### config.mk
export PLATFORM = sky130hd
export DESIGN_NAME = dmem_arbiter_flat
export DESIGN_NICKNAME = d
export VERILOG_FILES = /design/src/rtl/dmem_arbiter_if.sv /design/src/rtl/dmem_arbiter.sv /design/src/flat_wrapper.sv
export SDC_FILE = /design/constraint.sdc
export NUM_CORES = 1
export LEC_CHECK = 0
export ABC_AREA = 1
export CORE_AREA = 2 2 113 60
export DETAILED_ROUTE_END_ITERATION = 10
export DIE_AREA = 0 0 115 62
export GPL_ROUTABILITY_DRIVEN = 0
export GPL_TIMING_DRIVEN = 0
export PLACE_DENSITY = 0.95
export SYNTH_ARGS = -nofsm -noshare
export SYNTH_HDL_FRONTEND = slang
export SYNTH_SLANG_ARGS = --single-unit
export TNS_END_PERCENT = 20
### constraint.sdc
create_clock -name clock -period 2.25 [get_ports clock]
set_input_delay 0.45 -clock clock [delete_from_list [all_inputs] [get_ports clock]]
set_output_delay 0.45 -clock clock [all_outputs]
set_load 0.05 [all_outputs]
### src/rtl/dmem_arbiter_if.sv
// Data-memory arbiter bus bundle: CPU execute-stage port, external req/ack port and the
// dmem macro port. The arbiter takes the slave view; its environment takes the master view.
interface dmem_arbiter_if #(
    parameter int unsigned DMEM_ADDR_WIDTH = 12,
    parameter int unsigned DMEM_WORD_WIDTH = 16
);
    // CPU execute-stage port
    logic                       in_cpu_rd_en;
    logic [DMEM_ADDR_WIDTH-1:0] in_cpu_rd_addr;
    logic                       in_cpu_wr_en;
    logic [DMEM_ADDR_WIDTH-1:0] in_cpu_wr_addr;
    logic [DMEM_WORD_WIDTH-1:0] in_cpu_wr_word;
    logic [DMEM_WORD_WIDTH-1:0] out_cpu_rd_word;
    logic                       out_cpu_stall;

    // External requester port
    logic                       in_ext_req;
    logic                       in_ext_we;
    logic [DMEM_ADDR_WIDTH-1:0] in_ext_addr;
    logic [DMEM_WORD_WIDTH-1:0] in_ext_wr_word;
    logic                       out_ext_ack;
    logic [DMEM_WORD_WIDTH-1:0] out_ext_rd_word;

    // dmem macro port
    logic                       out_dmem_rd_en;
    logic [DMEM_ADDR_WIDTH-1:0] out_dmem_rd_addr;
    logic                       out_dmem_wr_en;
    logic [DMEM_ADDR_WIDTH-1:0] out_dmem_wr_addr;
    logic [DMEM_WORD_WIDTH-1:0] out_dmem_wr_word;
    logic [DMEM_WORD_WIDTH-1:0] in_dmem_rd_word;

    modport slave (
        input  in_cpu_rd_en, in_cpu_rd_addr, in_cpu_wr_en, in_cpu_wr_addr, in_cpu_wr_word,
        output out_cpu_rd_word, out_cpu_stall,
        input  in_ext_req, in_ext_we, in_ext_addr, in_ext_wr_word,
        output out_ext_ack, out_ext_rd_word,
        output out_dmem_rd_en, out_dmem_rd_addr, out_dmem_wr_en, out_dmem_wr_addr,
        output out_dmem_wr_word,
        input  in_dmem_rd_word
    );

    modport master (
        output in_cpu_rd_en, in_cpu_rd_addr, in_cpu_wr_en, in_cpu_wr_addr, in_cpu_wr_word,
        input  out_cpu_rd_word, out_cpu_stall,
        output in_ext_req, in_ext_we, in_ext_addr, in_ext_wr_word,
        input  out_ext_ack, out_ext_rd_word,
        input  out_dmem_rd_en, out_dmem_rd_addr, out_dmem_wr_en, out_dmem_wr_addr,
        input  out_dmem_wr_word,
        output in_dmem_rd_word
    );
endinterface

### src/rtl/dmem_arbiter.sv
// Data-memory arbiter. The CPU owns the dmem by default; an external requester is slotted
// into CPU-idle cycles, and after STARVE_LIMIT busy cycles the pipeline is stalled for one
// cycle so the external access is guaranteed to issue.
module dmem_arbiter #(
    parameter int unsigned DMEM_ADDR_WIDTH  = 12,
    parameter int unsigned DMEM_WORD_WIDTH  = 16,
    parameter int unsigned STARVE_LIMIT     = 4,
    parameter int unsigned STARVE_CNT_WIDTH = 3
) (
    input logic              clock,
    input logic              reset,
    dmem_arbiter_if.slave    bus
);

    localparam logic [STARVE_CNT_WIDTH-1:0] StarveMax = STARVE_CNT_WIDTH'(STARVE_LIMIT);

    typedef enum logic [1:0] {StIdle, StWait, StResp, StAck} state_e;

    state_e                      state_q;
    logic [STARVE_CNT_WIDTH-1:0] starve_cnt_q;
    logic                        ext_ack_q;
    logic [DMEM_WORD_WIDTH-1:0]  ext_rd_word_q;
    logic                        ext_rd_q;      // transaction in flight is a read

    logic cpu_busy;
    logic starved;
    logic ext_issue;
    logic force_issue;

    // Arbitration decision for the current cycle
    always_comb begin
        cpu_busy    = bus.in_cpu_rd_en | bus.in_cpu_wr_en;
        starved     = (starve_cnt_q == StarveMax);
        ext_issue   = bus.in_ext_req &&
                      (((state_q == StIdle) && !cpu_busy) ||
                       ((state_q == StWait) && (!cpu_busy || starved)));
        force_issue = bus.in_ext_req && (state_q == StWait) && cpu_busy && starved;
    end

    // dmem port routing; everything forced to zero while reset is held
    always_comb begin
        bus.out_dmem_rd_en   = 1'b0;
        bus.out_dmem_rd_addr = '0;
        bus.out_dmem_wr_en   = 1'b0;
        bus.out_dmem_wr_addr = '0;
        bus.out_dmem_wr_word = '0;
        bus.out_cpu_stall    = 1'b0;
        if (reset) begin
            bus.out_cpu_stall = force_issue;
            if (ext_issue) begin
                if (bus.in_ext_we) begin
                    bus.out_dmem_wr_en   = 1'b1;
                    bus.out_dmem_wr_addr = bus.in_ext_addr;
                    bus.out_dmem_wr_word = bus.in_ext_wr_word;
                end else begin
                    bus.out_dmem_rd_en   = 1'b1;
                    bus.out_dmem_rd_addr = bus.in_ext_addr;
                end
            end else begin
                bus.out_dmem_rd_en = bus.in_cpu_rd_en;
                bus.out_dmem_wr_en = bus.in_cpu_wr_en;
                if (bus.in_cpu_rd_en) begin
                    bus.out_dmem_rd_addr = bus.in_cpu_rd_addr;
                end
                if (bus.in_cpu_wr_en) begin
                    bus.out_dmem_wr_addr = bus.in_cpu_wr_addr;
                    bus.out_dmem_wr_word = bus.in_cpu_wr_word;
                end
            end
        end
    end

    // External transaction FSM with starvation counter and registered ack/read data
    always_ff @(posedge clock or negedge reset) begin
        if (!reset) begin
            state_q       <= StIdle;
            starve_cnt_q  <= '0;
            ext_ack_q     <= 1'b0;
            ext_rd_word_q <= '0;
            ext_rd_q      <= 1'b0;
        end else begin
            ext_ack_q <= 1'b0;
            unique case (state_q)
                StIdle: begin
                    if (bus.in_ext_req) begin
                        if (!cpu_busy) begin
                            state_q  <= StResp;
                            ext_rd_q <= !bus.in_ext_we;
                        end else begin
                            state_q      <= StWait;
                            starve_cnt_q <= STARVE_CNT_WIDTH'(1);
                        end
                    end
                end
                StWait: begin
                    if (!bus.in_ext_req) begin
                        // Request withdrawn early: abandon and rearm
                        state_q      <= StIdle;
                        starve_cnt_q <= '0;
                    end else if (ext_issue) begin
                        state_q      <= StResp;
                        starve_cnt_q <= '0;
                        ext_rd_q     <= !bus.in_ext_we;
                    end else begin
                        starve_cnt_q <= starve_cnt_q + 1'b1;
                    end
                end
                StResp: begin
                    if (ext_rd_q) begin
                        ext_rd_word_q <= bus.in_dmem_rd_word;
                    end
                    ext_ack_q <= 1'b1;
                    state_q   <= StAck;
                end
                StAck: begin
                    state_q <= StIdle;
                end
                default: state_q <= StIdle;
            endcase
        end
    end

    assign bus.out_ext_ack     = ext_ack_q;
    assign bus.out_ext_rd_word = ext_rd_word_q;
    assign bus.out_cpu_rd_word = bus.in_dmem_rd_word;

endmodule

### src/flat_wrapper.sv
// flat-port wrapper written by rule: the top's interface ports become plain ports
module dmem_arbiter_flat 
#(
    parameter int unsigned DMEM_ADDR_WIDTH  = 12,
    parameter int unsigned DMEM_WORD_WIDTH  = 16,
    parameter int unsigned STARVE_LIMIT     = 4,
    parameter int unsigned STARVE_CNT_WIDTH = 3
)
  (clock, reset, bus_in_cpu_rd_en, bus_in_cpu_rd_addr, bus_in_cpu_wr_en, bus_in_cpu_wr_addr, bus_in_cpu_wr_word, bus_out_cpu_rd_word, bus_out_cpu_stall, bus_in_ext_req, bus_in_ext_we, bus_in_ext_addr, bus_in_ext_wr_word, bus_out_ext_ack, bus_out_ext_rd_word, bus_out_dmem_rd_en, bus_out_dmem_rd_addr, bus_out_dmem_wr_en, bus_out_dmem_wr_addr, bus_out_dmem_wr_word, bus_in_dmem_rd_word);
  dmem_arbiter_if #(.DMEM_ADDR_WIDTH(DMEM_ADDR_WIDTH), .DMEM_WORD_WIDTH(DMEM_WORD_WIDTH)) bus_i ();
  input logic clock;
  input logic reset;
  input wire logic [$bits(bus_i.in_cpu_rd_en)-1:0] bus_in_cpu_rd_en;
  input wire logic [$bits(bus_i.in_cpu_rd_addr)-1:0] bus_in_cpu_rd_addr;
  input wire logic [$bits(bus_i.in_cpu_wr_en)-1:0] bus_in_cpu_wr_en;
  input wire logic [$bits(bus_i.in_cpu_wr_addr)-1:0] bus_in_cpu_wr_addr;
  input wire logic [$bits(bus_i.in_cpu_wr_word)-1:0] bus_in_cpu_wr_word;
  output wire logic [$bits(bus_i.out_cpu_rd_word)-1:0] bus_out_cpu_rd_word;
  output wire logic [$bits(bus_i.out_cpu_stall)-1:0] bus_out_cpu_stall;
  input wire logic [$bits(bus_i.in_ext_req)-1:0] bus_in_ext_req;
  input wire logic [$bits(bus_i.in_ext_we)-1:0] bus_in_ext_we;
  input wire logic [$bits(bus_i.in_ext_addr)-1:0] bus_in_ext_addr;
  input wire logic [$bits(bus_i.in_ext_wr_word)-1:0] bus_in_ext_wr_word;
  output wire logic [$bits(bus_i.out_ext_ack)-1:0] bus_out_ext_ack;
  output wire logic [$bits(bus_i.out_ext_rd_word)-1:0] bus_out_ext_rd_word;
  output wire logic [$bits(bus_i.out_dmem_rd_en)-1:0] bus_out_dmem_rd_en;
  output wire logic [$bits(bus_i.out_dmem_rd_addr)-1:0] bus_out_dmem_rd_addr;
  output wire logic [$bits(bus_i.out_dmem_wr_en)-1:0] bus_out_dmem_wr_en;
  output wire logic [$bits(bus_i.out_dmem_wr_addr)-1:0] bus_out_dmem_wr_addr;
  output wire logic [$bits(bus_i.out_dmem_wr_word)-1:0] bus_out_dmem_wr_word;
  input wire logic [$bits(bus_i.in_dmem_rd_word)-1:0] bus_in_dmem_rd_word;
  assign bus_i.in_cpu_rd_en = bus_in_cpu_rd_en;
  assign bus_i.in_cpu_rd_addr = bus_in_cpu_rd_addr;
  assign bus_i.in_cpu_wr_en = bus_in_cpu_wr_en;
  assign bus_i.in_cpu_wr_addr = bus_in_cpu_wr_addr;
  assign bus_i.in_cpu_wr_word = bus_in_cpu_wr_word;
  assign bus_out_cpu_rd_word = bus_i.out_cpu_rd_word;
  assign bus_out_cpu_stall = bus_i.out_cpu_stall;
  assign bus_i.in_ext_req = bus_in_ext_req;
  assign bus_i.in_ext_we = bus_in_ext_we;
  assign bus_i.in_ext_addr = bus_in_ext_addr;
  assign bus_i.in_ext_wr_word = bus_in_ext_wr_word;
  assign bus_out_ext_ack = bus_i.out_ext_ack;
  assign bus_out_ext_rd_word = bus_i.out_ext_rd_word;
  assign bus_out_dmem_rd_en = bus_i.out_dmem_rd_en;
  assign bus_out_dmem_rd_addr = bus_i.out_dmem_rd_addr;
  assign bus_out_dmem_wr_en = bus_i.out_dmem_wr_en;
  assign bus_out_dmem_wr_addr = bus_i.out_dmem_wr_addr;
  assign bus_out_dmem_wr_word = bus_i.out_dmem_wr_word;
  assign bus_i.in_dmem_rd_word = bus_in_dmem_rd_word;
  dmem_arbiter #(.DMEM_ADDR_WIDTH(DMEM_ADDR_WIDTH), .DMEM_WORD_WIDTH(DMEM_WORD_WIDTH), .STARVE_LIMIT(STARVE_LIMIT), .STARVE_CNT_WIDTH(STARVE_CNT_WIDTH)) u_core (.clock(clock), .reset(reset), .bus(bus_i));
endmodule
; ---- Word-level counts from Yosys, hierarchy flattened
; Cells that the tools add are included.
[word_totals]
input_bits = 90
register_bits = 23
output_inout_bits = 76
[classes]
n_eq_ne = 10
mux = 35
n_addsub = 1
n_reduce_logical = 16
bitwise_logic = 1
[ops]
columns = cell, n
row1 = 12-bit two-way mux, 8
row2 = 16-bit two-way mux, 4
row3 = 1-bit two-way mux, 12
row4 = 3-bit two-way mux, 4
row5 = 2-bit two-way mux, 4
row6 = 2-bit case mux with 4 select lines, 1
row7 = 1-bit logical AND, 6
row8 = 2-bit != test (second input constant), 3
row9 = 3-bit case mux with 2 select lines, 1
row10 = 5-bit AND reduction, 1
row11 = 2-bit == test (second input constant), 2
row12 = 2-bit by 1-bit != test with 1-bit output (second input constant), 2
row13 = 2-bit AND reduction, 2
row14 = 3-bit by 1-bit adder with 3-bit output (second input constant), 1
row15 = 3-bit == test (second input constant), 1
row16 = 3-bit by 2-bit != test with 1-bit output (second input constant), 1
row17 = 3-bit AND reduction, 1
row18 = 2-bit by 1-bit == test with 1-bit output (second input constant), 1
row19 = 1-bit logical NOT, 2
row20 = 2-bit logical NOT, 1
row21 = 1-bit logical OR, 2
row22 = 1-bit case mux with 2 select lines, 1
row23 = 2-bit nonzero test, 1
row24 = 1-bit bitwise OR, 1

; ---- Depth between registers and ports, before layout
[depth]
ltp_word = 9
mapped_depth = 10

; ---- Least setup slack after synthesis
; Ideal clock, no wire load.
[synth_timing]
kind = register to output
from = reg u_core.starve_cnt_q[0]
to = out bus_out_cpu_stall
arrival_time_ns = 2.063
path_stages_with_launch = 8
path_slack_ns = -0.263
n_path_buf = 1
path_cell_list = dfrtp_1 -> inv_1 -> ha_1 -> nand2_1 -> inv_1 -> nand3_4 -> buf_2 -> nor3_1
[synth_via]
elab_chain_len = 3
[synth_rtl]
columns = item, line
row1 = "start, declared", dmem_arbiter.sv:20  ; logic [STARVE_CNT_WIDTH-1:0] starve_cnt_q;
row2 = "start signal, assigned", dmem_arbiter.sv:105  ; starve_cnt_q <= starve_cnt_q + 1'b1;
row3 = 3-bit == test, dmem_arbiter.sv:33  ; starved = (starve_cnt_q == StarveMax);
row4 = 1-bit logical AND, dmem_arbiter.sv:37  ; force_issue = bus.in_ext_req && (state_q == StWait) && cpu_busy && starved;
row5 = 1-bit two-way mux, dmem_arbiter.sv:48  ; if (reset) begin
row6 = "end, declared", flat_wrapper.sv:19  ; output wire logic [$bits(bus_i.out_cpu_stall)-1:0] bus_out_cpu_stall;
; No other way between the ends.

; ---- Worst setup path after layout
[layout_timing]
from = reg u_core.starve_cnt_q[1]
to = out bus_out_dmem_rd_addr[7]
[layout_via]
elab_chain_len = 7
[layout_rtl]
columns = item, line
row1 = 3-bit == test, dmem_arbiter.sv:33
row2 = 1-bit logical OR, dmem_arbiter.sv:36  ; ((state_q == StWait) && (!cpu_busy || starved)));
row3 = 1-bit logical AND, dmem_arbiter.sv:36
row4 = 1-bit logical OR, dmem_arbiter.sv:35  ; (((state_q == StIdle) && !cpu_busy) ||
row5 = 1-bit logical AND, dmem_arbiter.sv:34  ; ext_issue = bus.in_ext_req &&
row6 = 12-bit two-way mux, dmem_arbiter.sv:50  ; if (ext_issue) begin
row7 = 12-bit two-way mux, dmem_arbiter.sv:48
row8 = "end, declared", flat_wrapper.sv:27  ; output wire logic [$bits(bus_i.out_dmem_rd_addr)-1:0] bus_out_dmem_rd_addr;
; No other way between the ends.

==> flow_summary.toml <==
[run_status]
outcome = "finished with violations"
violations = "setup timing"

[power]
p_total_uw = 3640
pwr-share-clk_pct = 11.1
p_int_uw = 1750
switching_share_pct = 52.0
switchingPower_uw = 1890
seqPwrFrac_pct = 20.5
leakage_uw = 0.00226
combPwrFrac_pct = 68.4
p_per_area_nw_per_um2 = 816
vdd_ir_drop_max_v = 0.000487

[synthesis]
syn_area_sq_um = 2290
synth.distinct_cells = 24
syn-instance-count = 409
ys_seq_area_share_pct = 25.1
avgSynthCellArea_sq_um = 5.60
ys_top_cells_by_area = "nand2_1, dfrtp_1, nand3_1, nor2_1, buf_4"
synthesis.nets = 501
synth_top_area_share_pct = 33.6
yosys.area.top_type = "nand2_1"
ys_ff_latch = 23
ys_warn_count = 0

[flow_run]
cap_violations = 0

[sta]
setup_tns_ns = -1.15
period_minus_slack_ns = 2.32
timing.final.hold_violations = 0
max_clock_freq_ghz = 0.431
rsz0062_at_grt = "true"
min_period_over_period_pct = 103
worst_slew_pin_slew_ns = 0.665
relSlewSlack_pct = 55.7
final-setup-viol-count = 40
finalClockSkew_ns = 0.00304
setup_ws_ns = -0.0715
slew_violations = 0
whs_ns = 0.0816

[clock_network]
numCtsBuffers = 3
cts_sinks = 23
clock_latency_ns = 0.26
cts_tree = "yes"
clkTransAtPathRegs_ns = 0.07
cts_root_buf = "clkbuf_16"
htreeDepth = 1
postCtsHoldBufs = 0
clock_path_buffers = 2

[setup_path]
slowest_delay_ns = 0.37
worstPathRequired_ns = 1.80
reg2reg_to = "u_core.ext_rd_q"
setup.worst_path.class = "reg2out"
ff2ff_setup_slack_ns = 0.68
cp.buffers_inverters = 4
endpoint_kind = "output pin"
reg2regPathDepth = 9
cp_max_fo = 7
critical_path.top_delay_family = "simple AND/OR/NAND/NOR gates"
crit_path_cell_trace = "inv_2, ha_4, nand2_4, inv_4, nand3_4, nand2_8, clkbuf_16, nand2_1, nand2_1, nor2_1, buf_6"
worst_setup_path_start_kind = "flip-flop"
r2r_start = "u_core.starve_cnt_q[1]"
cpMaxStageDelayCell = "dfrtp_1"
cpMostUsedCell = "nand2_1"
arrival_ns = 1.87

[global_route]
track_usage_pct = 25.5
grt_antenna_before_repair = 0
grt_max_degree = 25
grt-ovfl-total = 0
grt_pass1_wl_mm = 14.1
grt_pass1_vias = 2911

[route]
drt_iter0_markers = 265
vias_per_cell = 5.11
vias = 3417
ant_nets = 0
avgRoutedWirePerCell_um = 15.1
drc_errors = 0
drtPass1Iterations = 4
routed_wl_mm = 10.1

[floorplan]
die_area_sq_um = 7130
core_sq_um = 6310
die-width_um = 115
initial_core_util_pct = 36.3
rows = 21
ios = 166
die_h_um = 62

[min_path]
hp-class = "in2async"

[finish]
antenna_cells = 0
drive_above_1_share_pct = 27.0
final_util_pct = 70.8
fillers = 521
area_delta_synth_final_pct = 94.8
fin_nets = 682
final_cell_mix = "nand2_1, clkdlybuf4s50_1, nand3_1, buf_6, buf_4"
layout_commonest_cell = "nand2_1"

[placed_design]
io_buffers = 165
hpwlAfterDp_mm = 7.61
pre_cts_ws_ns = -1.91
-- synthesized netlist by cell type (all sizes together) --
cell type and count:
ha 2, nor2 46, clkinv 1, o22ai 1, nand3 61, nand2 208, clkbuf 12, buf 32
o21ai 1, a21oi 4, nand4 1, inv 14, o21a 1, nand3b 1, nor3 1, dfrtp 23
-- layer usage --
metal | GRT usage, % | wire (um)
met5 | 0 | 0
met4 | 4.48 | 112
met3 | 5.24 | 831
met2 | 44.2 | 4680
met1 | 34.3 | 4450
-- final cells by class --
class / count / area (sq um) / share of cell area, %
sequential: 23 / 576 / 12.9
multi-input combinational: 329 / 1530 / 34.2
clock buffer: 3 / 75.1 / 1.68
buffer: 44 / 343 / 7.68
timing repair buffer: 174 / 1770 / 39.7
clock inverter: 1 / 7.51 / 0.168
tap: 80 / 100 / 2.24
inverter: 15 / 60.1 / 1.35
-- stage by stage --
step | instance area [sq um] | cells
3_3_place_gp | 4060 | 654
4_1_cts | 4220 | 663
2_1_floorplan | 2300 | 409
6_report | 4460 | 669
3_5_place_dp | 4060 | 654
5_1_grt | 4460 | 669
-- logic make-up after synthesis --
group                      Yosys count  share of synthesized area (%)
DFF                                 23                           25.1
buffers and inverters               59                           13.9
adders and majority gates            2                           1.09
and+or+nand+nor                    318                           58.1
AOI/OAI and AO/OA                    7                           1.86
-- worst max path at each step --
stage | startpoint | to | slack (ns) | cells past startpoint
floorplan | u_core.starve_cnt_q[0] | bus_out_dmem_rd_addr[3] | -0.0004 | 10
global placement | reset | bus_out_dmem_rd_addr[0] | -1.84 | 5
detailed placement | reset | bus_out_dmem_rd_addr[4] | -1.91 | 5
CTS | u_core.starve_cnt_q[1] | bus_out_dmem_rd_en | -0.04 | 10
global route | u_core.starve_cnt_q[1] | bus_out_dmem_rd_addr[7] | -0.13 | 11
finish | u_core.starve_cnt_q[1] | bus_out_dmem_rd_addr[7] | -0.07 | 11
-- power groups by stage --
| stage | combinational, uW | sequential (uW) | clock, uW |
|---|---|---|---|
| floorplan | 961 | 1250 | 0 |
| global placement | 2250 | 735 | 0 |
| detailed placement | 2310 | 745 | 0 |
| CTS | 2370 | 735 | 405 |
| global route | 2630 | 758 | 427 |
| finish | 2490 | 745 | 404 |
-- timing repair --
| action | CTS | global route |
|---|---|---|
| gates cloned | 1 | 4 |
| gates resized for setup | 345 | 50 |
| endpoints found under the hold margin | 0 | 0 |
| pin swaps | 3 | 3 |
| endpoints found under the setup margin | 59 | 43 |
| setup buffers | 4 | 2 |
-- registers in the layout, summed over array words and instances, names as in the netlist --
signal                      flops
u_core.starve_cnt_q             3
u_core.bus.out_ext_ack          1
u_core.bus.out_ext_rd_word     16
u_core.ext_rd_q                 1
u_core.state_q                  2
Note: power is estimated with default switching activity, not from simulation.
